==> src/rtl/op_issue_if.sv <==
// op_issue_if
//  Bundles every op_issue signal except clk/rst.
//  Groups:
//   - the instruction valid/ready handshake
//   - the combinational-read register file read and write ports
//   - the operand, operate and flag lines to the op_* units, and the result returned by them
//  Modports:
//   - master: the op_issue side
//   - slave:  the producer / register file / op-unit side
interface op_issue_if;
  logic        instr_valid;
  logic        instr_ready;
  logic [31:0] instr;
  logic        busy;
  logic [3:0]  rf_addr_a;
  logic [3:0]  rf_addr_b;
  logic [31:0] rf_data_a;
  logic [31:0] rf_data_b;
  logic        rf_we;
  logic [3:0]  rf_waddr;
  logic [31:0] rf_wdata;
  logic [3:0]  op_sel;
  logic        en_inst;
  logic        IMM;
  logic        S;
  logic [31:0] Rn;
  logic [31:0] Rm;
  logic [11:0] imm_operand;
  logic [4:0]  imm_shift;
  logic [1:0]  stype;
  logic        carry_out;
  logic        zero_out;
  logic        neg_out;
  logic [31:0] op_rd;
  logic        op_carry;
  logic        op_zero;
  logic        op_neg;

  modport master (
    input  instr_valid, instr, rf_data_a, rf_data_b,
    input  op_rd, op_carry, op_zero, op_neg,
    output instr_ready, busy, rf_addr_a, rf_addr_b, rf_we, rf_waddr, rf_wdata,
    output op_sel, en_inst, IMM, S, Rn, Rm, imm_operand, imm_shift, stype,
    output carry_out, zero_out, neg_out
  );

  modport slave (
    output instr_valid, instr, rf_data_a, rf_data_b,
    output op_rd, op_carry, op_zero, op_neg,
    input  instr_ready, busy, rf_addr_a, rf_addr_b, rf_we, rf_waddr, rf_wdata,
    input  op_sel, en_inst, IMM, S, Rn, Rm, imm_operand, imm_shift, stype,
    input  carry_out, zero_out, neg_out
  );
endinterface

==> src/rtl/op_issue.sv <==
// op_issue
//  Issue/writeback sequencer for ARM-format data-processing words.
//  Each accepted word walks through IDLE -> COND -> READ -> EXEC -> WB.
//   - COND checks the condition field against the NZCV flags; a failed condition returns to IDLE.
//   - READ fetches Rn/Rm from the register file.
//   - EXEC pulses en_inst to the op units for one cycle.
//   - WB writes Rd (except for the compare class) and updates N/Z/C when S is set.
//  Ports:
//   clk, rst : clock and asynchronous active-high reset
//   bus      : op_issue_if.master; carries the handshake, the register file ports, and the op-unit
//              operands, result and flags
//  Parameter:
//   RESET_FLAGS : {N,Z,C,V} value after reset
module op_issue #(
  parameter logic [3:0] RESET_FLAGS = 4'b0000
) (
  input  logic         clk,
  input  logic         rst,
  op_issue_if.master   bus
);

  typedef enum logic [2:0] {IDLE, COND, READ, EXEC, WB} state_t;

  state_t      state;
  logic [31:0] instr_q;
  logic [31:0] rn_q;
  logic [31:0] rm_q;
  logic [31:0] res_q;
  logic [2:0]  res_nzc_q;
  logic [3:0]  nzcv;
  logic        ready_q;
  logic        busy_q;
  logic        en_q;
  logic        we_q;

  logic        opnd_en;
  logic        cmp_class;
  logic        s_eff;
  logic        unused_bits;

  // Condition codes, evaluated against {N,Z,C,V}; 4'b1111 never passes.
  function automatic logic cond_pass(input logic [3:0] cond, input logic [3:0] f);
    logic n, z, c, v;
    n = f[3];
    z = f[2];
    c = f[1];
    v = f[0];
    case (cond)
      4'h0:    cond_pass = z;
      4'h1:    cond_pass = !z;
      4'h2:    cond_pass = c;
      4'h3:    cond_pass = !c;
      4'h4:    cond_pass = n;
      4'h5:    cond_pass = !n;
      4'h6:    cond_pass = v;
      4'h7:    cond_pass = !v;
      4'h8:    cond_pass = c & !z;
      4'h9:    cond_pass = !c | z;
      4'hA:    cond_pass = (n == v);
      4'hB:    cond_pass = (n != v);
      4'hC:    cond_pass = !z & (n == v);
      4'hD:    cond_pass = z | (n != v);
      4'hE:    cond_pass = 1'b1;
      default: cond_pass = 1'b0;
    endcase
  endfunction

  // Opcodes 1000..1011 (TST/TEQ/CMP/CMN) only set flags: no Rd write, S forced on.
  assign cmp_class   = (instr_q[24:23] == 2'b10);
  assign s_eff       = instr_q[20] | cmp_class;
  assign opnd_en     = (state == READ) || (state == EXEC) || (state == WB);
  assign unused_bits = ^instr_q[27:26];

  always_ff @(posedge clk or posedge rst) begin
    if (rst) begin
      state     <= IDLE;
      instr_q   <= '0;
      rn_q      <= '0;
      rm_q      <= '0;
      res_q     <= '0;
      res_nzc_q <= '0;
      nzcv      <= RESET_FLAGS;
      ready_q   <= 1'b1;
      busy_q    <= 1'b0;
      en_q      <= 1'b0;
      we_q      <= 1'b0;
    end else begin
      case (state)
        // IDLE -> COND: latch the word on the handshake
        IDLE: begin
          if (bus.instr_valid) begin
            instr_q <= bus.instr;
            ready_q <= 1'b0;
            busy_q  <= 1'b1;
            state   <= COND;
          end
        end
        // COND -> READ or back to IDLE with no side effects
        COND: begin
          if (cond_pass(instr_q[31:28], nzcv)) begin
            state <= READ;
          end else begin
            instr_q <= '0;
            ready_q <= 1'b1;
            busy_q  <= 1'b0;
            state   <= IDLE;
          end
        end
        // READ -> EXEC: capture operands, raise the operate pulse
        READ: begin
          rn_q  <= bus.rf_data_a;
          rm_q  <= bus.rf_data_b;
          en_q  <= 1'b1;
          state <= EXEC;
        end
        // EXEC -> WB: capture the op unit result and flags
        EXEC: begin
          res_q     <= bus.op_rd;
          res_nzc_q <= {bus.op_neg, bus.op_zero, bus.op_carry};
          en_q      <= 1'b0;
          we_q      <= !cmp_class;
          state     <= WB;
        end
        // WB -> IDLE: commit flags, clear operand state
        WB: begin
          if (s_eff) begin
            nzcv[3:1] <= res_nzc_q;
          end
          we_q    <= 1'b0;
          instr_q <= '0;
          rn_q    <= '0;
          rm_q    <= '0;
          res_q   <= '0;
          ready_q <= 1'b1;
          busy_q  <= 1'b0;
          state   <= IDLE;
        end
        default: begin
          en_q    <= 1'b0;
          we_q    <= 1'b0;
          ready_q <= 1'b1;
          busy_q  <= 1'b0;
          state   <= IDLE;
        end
      endcase
    end
  end

  assign bus.instr_ready = ready_q;
  assign bus.busy        = busy_q;
  assign bus.en_inst     = en_q;
  assign bus.rf_we       = we_q;
  assign bus.rf_waddr    = we_q ? instr_q[15:12] : 4'h0;
  assign bus.rf_wdata    = we_q ? res_q : 32'h0;
  assign bus.rf_addr_a   = (state == READ) ? instr_q[19:16] : 4'h0;
  assign bus.rf_addr_b   = (state == READ) ? instr_q[3:0] : 4'h0;

  // During READ the operands pass straight through from the register file, so Rn/Rm
  // already show their final values before the latches take them at the READ edge.
  assign bus.Rn          = (state == READ) ? bus.rf_data_a : rn_q;
  assign bus.Rm          = (state == READ) ? bus.rf_data_b : rm_q;

  assign bus.op_sel      = opnd_en ? instr_q[24:21] : 4'h0;
  assign bus.IMM         = opnd_en & instr_q[25];
  assign bus.S           = opnd_en & s_eff;
  assign bus.imm_operand = opnd_en ? instr_q[11:0] : 12'h0;
  assign bus.imm_shift   = opnd_en ? instr_q[11:7] : 5'h0;
  assign bus.stype       = opnd_en ? instr_q[6:5] : 2'h0;

  assign bus.neg_out     = nzcv[3];
  assign bus.zero_out    = nzcv[2];
  assign bus.carry_out   = nzcv[1];

endmodule

==> src/flat_wrapper.sv <==
// flat-port wrapper written by rule: the top's interface ports become plain ports
module op_issue_flat 
#(
  parameter logic [3:0] RESET_FLAGS = 4'b0000
)
  (clk, rst, bus_instr_valid, bus_instr, bus_rf_data_a, bus_rf_data_b, bus_op_rd, bus_op_carry, bus_op_zero, bus_op_neg, bus_instr_ready, bus_busy, bus_rf_addr_a, bus_rf_addr_b, bus_rf_we, bus_rf_waddr, bus_rf_wdata, bus_op_sel, bus_en_inst, bus_IMM, bus_S, bus_Rn, bus_Rm, bus_imm_operand, bus_imm_shift, bus_stype, bus_carry_out, bus_zero_out, bus_neg_out);
  op_issue_if bus_i ();
  input  logic clk;
  input  logic rst;
  input wire logic [$bits(bus_i.instr_valid)-1:0] bus_instr_valid;
  input wire logic [$bits(bus_i.instr)-1:0] bus_instr;
  input wire logic [$bits(bus_i.rf_data_a)-1:0] bus_rf_data_a;
  input wire logic [$bits(bus_i.rf_data_b)-1:0] bus_rf_data_b;
  input wire logic [$bits(bus_i.op_rd)-1:0] bus_op_rd;
  input wire logic [$bits(bus_i.op_carry)-1:0] bus_op_carry;
  input wire logic [$bits(bus_i.op_zero)-1:0] bus_op_zero;
  input wire logic [$bits(bus_i.op_neg)-1:0] bus_op_neg;
  output wire logic [$bits(bus_i.instr_ready)-1:0] bus_instr_ready;
  output wire logic [$bits(bus_i.busy)-1:0] bus_busy;
  output wire logic [$bits(bus_i.rf_addr_a)-1:0] bus_rf_addr_a;
  output wire logic [$bits(bus_i.rf_addr_b)-1:0] bus_rf_addr_b;
  output wire logic [$bits(bus_i.rf_we)-1:0] bus_rf_we;
  output wire logic [$bits(bus_i.rf_waddr)-1:0] bus_rf_waddr;
  output wire logic [$bits(bus_i.rf_wdata)-1:0] bus_rf_wdata;
  output wire logic [$bits(bus_i.op_sel)-1:0] bus_op_sel;
  output wire logic [$bits(bus_i.en_inst)-1:0] bus_en_inst;
  output wire logic [$bits(bus_i.IMM)-1:0] bus_IMM;
  output wire logic [$bits(bus_i.S)-1:0] bus_S;
  output wire logic [$bits(bus_i.Rn)-1:0] bus_Rn;
  output wire logic [$bits(bus_i.Rm)-1:0] bus_Rm;
  output wire logic [$bits(bus_i.imm_operand)-1:0] bus_imm_operand;
  output wire logic [$bits(bus_i.imm_shift)-1:0] bus_imm_shift;
  output wire logic [$bits(bus_i.stype)-1:0] bus_stype;
  output wire logic [$bits(bus_i.carry_out)-1:0] bus_carry_out;
  output wire logic [$bits(bus_i.zero_out)-1:0] bus_zero_out;
  output wire logic [$bits(bus_i.neg_out)-1:0] bus_neg_out;
  assign bus_i.instr_valid = bus_instr_valid;
  assign bus_i.instr = bus_instr;
  assign bus_i.rf_data_a = bus_rf_data_a;
  assign bus_i.rf_data_b = bus_rf_data_b;
  assign bus_i.op_rd = bus_op_rd;
  assign bus_i.op_carry = bus_op_carry;
  assign bus_i.op_zero = bus_op_zero;
  assign bus_i.op_neg = bus_op_neg;
  assign bus_instr_ready = bus_i.instr_ready;
  assign bus_busy = bus_i.busy;
  assign bus_rf_addr_a = bus_i.rf_addr_a;
  assign bus_rf_addr_b = bus_i.rf_addr_b;
  assign bus_rf_we = bus_i.rf_we;
  assign bus_rf_waddr = bus_i.rf_waddr;
  assign bus_rf_wdata = bus_i.rf_wdata;
  assign bus_op_sel = bus_i.op_sel;
  assign bus_en_inst = bus_i.en_inst;
  assign bus_IMM = bus_i.IMM;
  assign bus_S = bus_i.S;
  assign bus_Rn = bus_i.Rn;
  assign bus_Rm = bus_i.Rm;
  assign bus_imm_operand = bus_i.imm_operand;
  assign bus_imm_shift = bus_i.imm_shift;
  assign bus_stype = bus_i.stype;
  assign bus_carry_out = bus_i.carry_out;
  assign bus_zero_out = bus_i.zero_out;
  assign bus_neg_out = bus_i.neg_out;
  op_issue #(.RESET_FLAGS(RESET_FLAGS)) u_core (.clk(clk), .rst(rst), .bus(bus_i));
endmodule
==> config.mk <==
export PLATFORM = sky130hd
export DESIGN_NAME = op_issue_flat
export DESIGN_NICKNAME = d
export VERILOG_FILES = /design/src/rtl/op_issue_if.sv /design/src/rtl/op_issue.sv /design/src/flat_wrapper.sv
export SDC_FILE = /design/constraint.sdc
export NUM_CORES = 1
export LEC_CHECK = 0
export CAP_MARGIN = 40
export CORE_AREA = 2 2 120 122
export DETAILED_ROUTE_END_ITERATION = 8
export DIE_AREA = 0 0 122 124
export PLACE_DENSITY = 0.91
export SLEW_MARGIN = 0
export SYNTH_ARGS = -nofsm -noshare
export SYNTH_HDL_FRONTEND = slang
export SYNTH_SLANG_ARGS = --single-unit
==> constraint.sdc <==
create_clock -name clk -period 9.4 [get_ports clk]
set_input_delay 1.88 -clock clk [delete_from_list [all_inputs] [get_ports clk]]
set_output_delay 1.88 -clock clk [all_outputs]
set_load 0.03 [all_outputs]
After elaboration in Yosys (flattened, before gate mapping)
Cells that the tools add are included.
{"block": "op_classes", "n_eq_ne": 23, "mux": 29, "bitwise": 8, "n_reduce_logical": 18}
{"operator": "$pmux 32 s2", "count": 3}
{"operator": "$mux 32", "count": 5}
{"operator": "$pmux 32 s3", "count": 1}
{"operator": "$eq 4x4->1 const B", "count": 7}
{"operator": "$eq 4x3->1 const B", "count": 4}
{"operator": "$mux 4", "count": 4}
{"operator": "$pmux 1 s15", "count": 1}
{"operator": "$mux 12", "count": 1}
{"operator": "$pmux 3 s4", "count": 1}
{"operator": "$eq 4x2->1 const B", "count": 2}
{"operator": "$eq 3x2->1 const B", "count": 2}
{"operator": "$pmux 1 s3", "count": 2}
{"operator": "$reduce_and 3->1", "count": 2}
{"operator": "$reduce_or 3->1", "count": 2}
{"operator": "$logic_not 1->1", "count": 5}
{"operator": "$mux 1", "count": 5}
{"operator": "$mux 5", "count": 1}
{"operator": "$and 1x1->1", "count": 4}
{"operator": "$eq 4x1->1 const B", "count": 1}
{"operator": "$logic_not 4->1", "count": 1}
{"operator": "$mux 2", "count": 2}
{"operator": "$ne 2x2->1 const B", "count": 2}
{"operator": "$pmux 1 s2", "count": 2}
{"operator": "$reduce_bool 2->1", "count": 2}
{"operator": "13 further kinds", "count": 16}
{"block": "totals", "regBits": 141, "inputBits": 134, "out_inout_bits": 140, "elab_cells": 89}

Logic depth before layout (Yosys ltp)
Gate-level depths: netlist of the first run.
{"block": "depth", "ltp_word": 6, "ltp_mapped": 8, "ltp_nobuf": 5}

Worst setup path before layout of the first run
OpenSTA, ideal clock, no wires.
{"block": "synth_timing", "kind": "input -> output", "startpoint": "input bus_rf_data_b[0]", "endpoint": "output bus_Rm[0]", "arrival_ns": 2.216, "t_required_ns": 7.520, "path_slack_ns": 5.304, "stages": 1, "n_path_buf": 0, "path_cell_list": "mux2_2"}
{"block": "synth_between", "elab_chain_len": 1}
{"item": "start, declared", "line_no": "flat_wrapper.sv:13", "source": "input wire logic [$bits(bus_i.rf_data_b)-1:0] bus_rf_data_b;"}
{"item": "$mux 32", "line_no": "op_issue.sv:161", "source": "assign bus.Rm = (state == READ) ? bus.rf_data_b : rm_q;"}
{"item": "end, declared", "line_no": "flat_wrapper.sv:30", "source": "output wire logic [$bits(bus_i.Rm)-1:0] bus_Rm;"}
No other way between the ends.

Final worst setup path of the first run
{"block": "layout_timing", "startpoint": "input bus_rf_data_b[25]", "endpoint": "output bus_Rm[25]"}
The elaborated chain is that of the path after synthesis.

==> results of run 1 <==
cell families after synthesis:
group	share of synthesized area
AOI/OAI and AO/OA	0.116
buffers and inverters	0.0395
DFF	0.566
muxes	0.128
and+or+nand+nor	0.151
cell type report:
class	count	area, µm²
Tap cell	180	225
Inverter	5	23.8
Fill cell	930	4070
Multi-Input combinational cell	305	2450
Clock buffer	21	480
Clock inverter	11	189
Timing Repair Buffer	279	2810
Sequential cell	139	3480
cells in the mapped netlist, drive strengths merged, types with 2 or more instances:
library cell	number
o21ai	5
clkbuf	21
nand2	2
buf	22
dfrtp	138
and2	63
a31oi	2
o221ai	2
nor2	7
nor3	2
a21oi	6
inv	5
nor2b	66
nand2b	2
a22o	61
mux2	70
o22ai	2
state kept, by name (all words and copies together), names as in the netlist, 3 cells and up:
name,count
u_core.instr_q,30
u_core.res_nzc_q,3
u_core.res_q,32
u_core.rm_q,32
u_core.rn_q,32
u_core.state,3
power by group through the flow:
stage	logic, µW	clock network [µW]	registers (µW)
detailed placement	1930	0	1020
finish	1930	746	1020
CTS	1950	758	1020
floorplan	1260	0	976
global placement	1860	0	1000
global route	2050	788	1050
final timing paths:
path	start	to	slack, ps	cells past startpoint
worst max-delay path	bus_rf_data_b[25]	bus_Rm[25]	4290	3
worst max register to register	u_core.state[0]	u_core.bus.zero_out	6940	5
min in group asynchronous	rst	u_core.rn_q[26]	1880	2
max in group asynchronous	rst	u_core.rn_q[1]	6470	4
worst min register to register	u_core.res_q[31]	u_core.res_q[31]	490	1
worst min-delay path	u_core.res_q[31]	u_core.res_q[31]	490	1
worst max-delay path, cell delays in order:
cell             delay (ps)
clkdlybuf4s50_1         480
mux2_2                  180
clkdlybuf4s50_1         690
metal layers:
metal,vias up,share of wire,global-route usage
li1,2211,-,-
met1,2375,0.39,0.264
met2,221,0.50,0.380
met3,25,0.089,0.0842
met4,0,0.017,0.0740
met5,-,0,0
cells in the final DEF (no fill, tap or decap), types with 2 or more instances in the layout:
cell type,count
buf_4,5
dfrtp_1,138
clkbuf_16,17
buf_8,2
a22o_1,61
clkbuf_8,4
nor2b_1,66
a21oi_1,6
nand2b_1,2
clkinv_2,3
mux2_2,70
clkinvlp_4,2
bufinv_16,5
and2_1,62
o22ai_1,2
inv_1,4
nor3_1,2
nor2_1,5
o21ai_0,4
nand2_1,2
clkdlybuf4s50_1,271
stage by stage:
stage / power, µW / worst slack, ps / cells
finish: 3700 / 4290 / 940
global route: 3880 / 4250 / 940
CTS: 3720 / 4270 / 940
detailed placement: 2950 / 4280 / 908
global placement: 2860 / 4290 / 905
floorplan: 2230 / 3800 / 492
==> out/metrics.yaml, run 1 <==
outcome: "complete, no violations"
ioPinCount: 274
cts_setup_buffers: 0
rsz0062_at_grt: "no"
htree_levels: 4
start_kind: "primary input"
drive_gt1_frac: 0.159
die_x_um: 122
portBuffers: 271
syn-num-nets: 626
worstSetupPathType: "in2out"
async_flop_share: 1.00
finalClockSkew_ps: 6.52
synthFlopType: "dfrtp_1"
worstPathArrival_ps: 3230
synth_edf_count: 0
netlist.area_leader.share: 0.561
clk_pin_slew_ps: 60
switching_share: 0.388
grt_pass1_wl_um: 26000
leakagePower_uw: 0.00417
final_util: 0.704
slew_headroom: 0.417
grt_antenna_before_repair: 0
cts.sinks: 139
cellPowerDensity_nw_per_um2: 383
synth_cells: 492
detailed_place_hpwl_um: 11700
peakVddDrop_mv: 0.239
min_period_over_period: 0.543
clkPwrFrac: 0.202
fin_hold_ws_ps: 494
area_growth_pct: 56.9
cts_buffers: 17
end_kind: "output pin"
dieArea_um2: 15100
setup_tns_ps: 0
vias: 4832
drcViolationCount: 0
placed_area_um2: 8980
viasPerCell: 5.14
power.net_switching_uw: 1440
grt_overflow: 0
yosysTopAreaCell: "dfrtp_1"
hold_viol: 0
routed_wl_um: 16900
power.internal_uw: 2260
required_ps: 7520
clock_tree.root_cell: "clkbuf_16"
stdcell_area_um2: 9650
pwr-share-seq: 0.276
initial_core_util: 0.448
yosys_warnings: 1
gp_congestion: 0.877
grt_max_degree: 73
rows: 43
maxCapViolCount: 0
num_antenna_cells: 0
tightestPinTransition_ps: 875
postCtsHoldBufs: 0
cts_tree: "done"
worstPathMaxFanout: 2
grt_pass1_vias: 5017
final_max_slew_viol_count: 0
synth.area.top_cells: "dfrtp_1, mux2_2, a22o_1, nor2b_1, and2_1"
fin_crit_ps: 5110
max_freq_mhz: 196
cts_buffer_depth: 2
syn_area_per_cell_um2: 12.5
first_iter_violations: 261
power_frac_comb: 0.522
track_usage: 0.224
coreArea_um2: 13700
setup_viol: 0
wire_per_inst_um: 18.0
mappedNetlistArea_um2: 6150
final_antenna_net_count: 0
drtPass1Iterations: 6
clk-insertion-delay-late_ps: 410
die_y_um: 124
hp-class: "reg2reg"
ys_ff_latch: 139
seq_area_frac_synth: 0.566
num-nets-final: 881
synth_cell_types: 39
cts-resized-gates: 0
Power figures use the tool's default switching activity.
==> inputs of run 2 (changes only) <==
--- a/config.mk
+++ b/config.mk
@@ -6,10 +6,10 @@
 export NUM_CORES = 1
 export LEC_CHECK = 0
 export CAP_MARGIN = 40
-export CORE_AREA = 2 2 120 122
+export CORE_AREA = 2 2 125 127
 export DETAILED_ROUTE_END_ITERATION = 8
-export DIE_AREA = 0 0 122 124
-export PLACE_DENSITY = 0.91
+export DIE_AREA = 0 0 127 129
+export PLACE_DENSITY = 0.85
 export SLEW_MARGIN = 0
 export SYNTH_ARGS = -nofsm -noshare
 export SYNTH_HDL_FRONTEND = slang
==> constraint.sdc (replaced) <==
create_clock -name clk -period 5.1 [get_ports clk]
set_input_delay 1.02 -clock clk [delete_from_list [all_inputs] [get_ports clk]]
set_output_delay 1.02 -clock clk [all_outputs]
set_load 0.03 [all_outputs]
==> out/metrics.yaml, run 2 (same netlist as run 1, synthesis figures left out) <==
num-nets-final: 882  # +0.11%
rows: 45  # +4.7%
peakVddDrop_mv: 0.523  # +120%
end_kind: "output pin"
max_freq_mhz: 244
clk_pin_slew_ps: 50  # about the same
dpl_worst_slack_ps: 1490  # -2790 ps
die_y_um: 129  # +4.0%
grt_pass1_vias: 5184  # +3.3%
final_common_cell: "clkdlybuf4s50_1"
cts.sinks: 139  # unchanged
setup_tns_ps: 0  # unchanged
clk-insertion-delay-late_ps: 420  # about the same
rsz0062_at_grt: "no"
start_kind: "flip-flop"
hold_viol: 0  # unchanged
final_max_slew_viol_count: 0  # unchanged
vias: 4806  # -0.54%
worstPathArrival_ps: 3070  # -160 ps
viasPerCell: 5.07  # -1.4%
top_regs: "u_core.res_q (32), u_core.rm_q (32), u_core.rn_q (32)"
ioPinCount: 274  # unchanged
required_ps: 4080  # -3440 ps
grt_antenna_before_repair: 0  # unchanged
postCtsHoldBufs: 0  # unchanged
slowest_delay_ps: 650  # -40 ps
placed_area_um2: 9000  # +0.20%
outcome: "complete, no violations"
path_delay_family: "buffers and inverters"
wire_per_inst_um: 17.5  # -2.9%
cts_tree: "done"
finalClockSkew_ps: 10.1  # +3.53 ps
num_antenna_cells: 0  # unchanged
min_period_over_period: 0.802
grt_max_degree: 74  # +1.4%
drtPass1Iterations: 4  # -2
worst_slack_ps: 1010  # -3280 ps
grt_overflow: 0  # unchanged
final_cell_mix: "clkdlybuf4s50_1, dfrtp_1, mux2_2"
crit_chain: "nand2b_1 > nor2_4 > buf_4 > mux2_2 > clkdlybuf4s50_1"
leakagePower_uw: 0.00413  # -1.0%
gp_congestion: 0.781  # -11%
tightestPinTransition_ps: 886  # +10.4 ps
cts_buffer_depth: 2  # unchanged
detailed_place_hpwl_um: 11600  # -0.65%
routed_wl_um: 16600  # -2.0%
hp-class: "reg2reg"
drive_gt1_frac: 0.159  # unchanged
worstPathMaxFanout: 72  # +70
maxCapViolCount: 0  # unchanged
fin_crit_ps: 4090
final_antenna_net_count: 0  # unchanged
setup_viol: 0  # unchanged
htree_levels: 4  # unchanged
portBuffers: 271  # unchanged
drcViolationCount: 0  # unchanged
area_growth_pct: 55.3
cts_setup_buffers: 0  # unchanged
cts_buffers: 17  # unchanged
die_x_um: 127  # +4.1%
slew_headroom: 0.410  # -0.00692
track_usage: 0.206  # -0.0186
cts-resized-gates: 0  # unchanged
first_iter_violations: 258  # -1.1%
worstSetupPathType: "reg2out"
stdcell_area_um2: 9550  # -1.0%
coreArea_um2: 15000  # +9.2%
initial_core_util: 0.411  # -0.0376
fillerInstances: 1083  # +16%
crit_buf_inv: 2  # unchanged
cellPowerDensity_nw_per_um2: 691  # +80%
clock_tree.root_cell: "clkbuf_16"
dieArea_um2: 16400  # +8.3%
grt_pass1_wl_um: 26400  # +1.3%
slowest_stage: "buf_4"
==> run 2: cell count changes in the layout (fill, tap and decap cells not counted), sizes merged <==
cell      change
clkinv        +5
bufinv        -4
clkbuf        -2
buf           +1
clkinvlp      -1
inv           +1
==> run 2: worst register-to-register path, stage by stage, from the launching register on <==
cell and delay [ps]:
dfrtp_1 630, or3b_1 420, a31oi_1 230, o221ai_2 210
o21ai_2 460, buf_8 250, a22o_1 170
==> run 2: worst paths after layout <==
| check | from | endpoint | slack [ps] | depth (start not counted) |
|---|---|---|---|---|
| worst min register to register | u_core.instr_q[14] | u_core.instr_q[14] | 490 | 1 |
| worst min-delay path | u_core.instr_q[14] | u_core.instr_q[14] | 490 | 1 |
| max in group asynchronous | rst | u_core.res_q[18] | 3040 | 3 |
| worst max-delay path | u_core.state[2] | bus_Rm[18] | 1010 | 5 |
| worst max register to register | u_core.state[0] | u_core.instr_q[2] | 2670 | 6 |
| min in group asynchronous | rst | u_core.rn_q[20] | 1110 | 2 |
==> run 2: where the power goes <==
part	switching [µW]	internal, µW	total (µW)
registers	252	1590	1850
clock network	457	689	1150
logic	1930	1680	3610
==> run 2: metal layers <==
metal / up-vias / GRT usage / part of all wire
met5: - / 0 / 0
met3: 26 / 0.0798 / 0.087
met4: 0 / 0.0692 / 0.016
li1: 2207 / - / -
met1: 2375 / 0.239 / 0.39
met2: 198 / 0.351 / 0.51
==> run 2: cell type report <==
type                            instances  area, µm²  share of cell area
Sequential cell                       139       3480               0.364
Tap cell                              188        235              0.0246
Timing Repair Buffer                  280       2820               0.295
Clock inverter                         12       98.8              0.0103
Multi-Input combinational cell        305       2450               0.256
Inverter                                5       23.8             0.00249
Clock buffer                           19        453              0.0474
==> run 2: stage by stage <==
| step | std cells | power [µW] | hold WS, ps | utilization |
|---|---|---|---|---|
| 2_1_floorplan | 492 | 4110 | 458 | - |
| 3_3_place_gp | 914 | 5280 | 475 | 0.597 |
| 3_5_place_dp | 917 | 5450 | 477 | 0.601 |
| 4_1_cts | 948 | 6650 | 494 | 0.638 |
| 5_1_grt | 948 | 6950 | 499 | 0.638 |
| 6_report | 948 | 6600 | 489 | 0.638 |
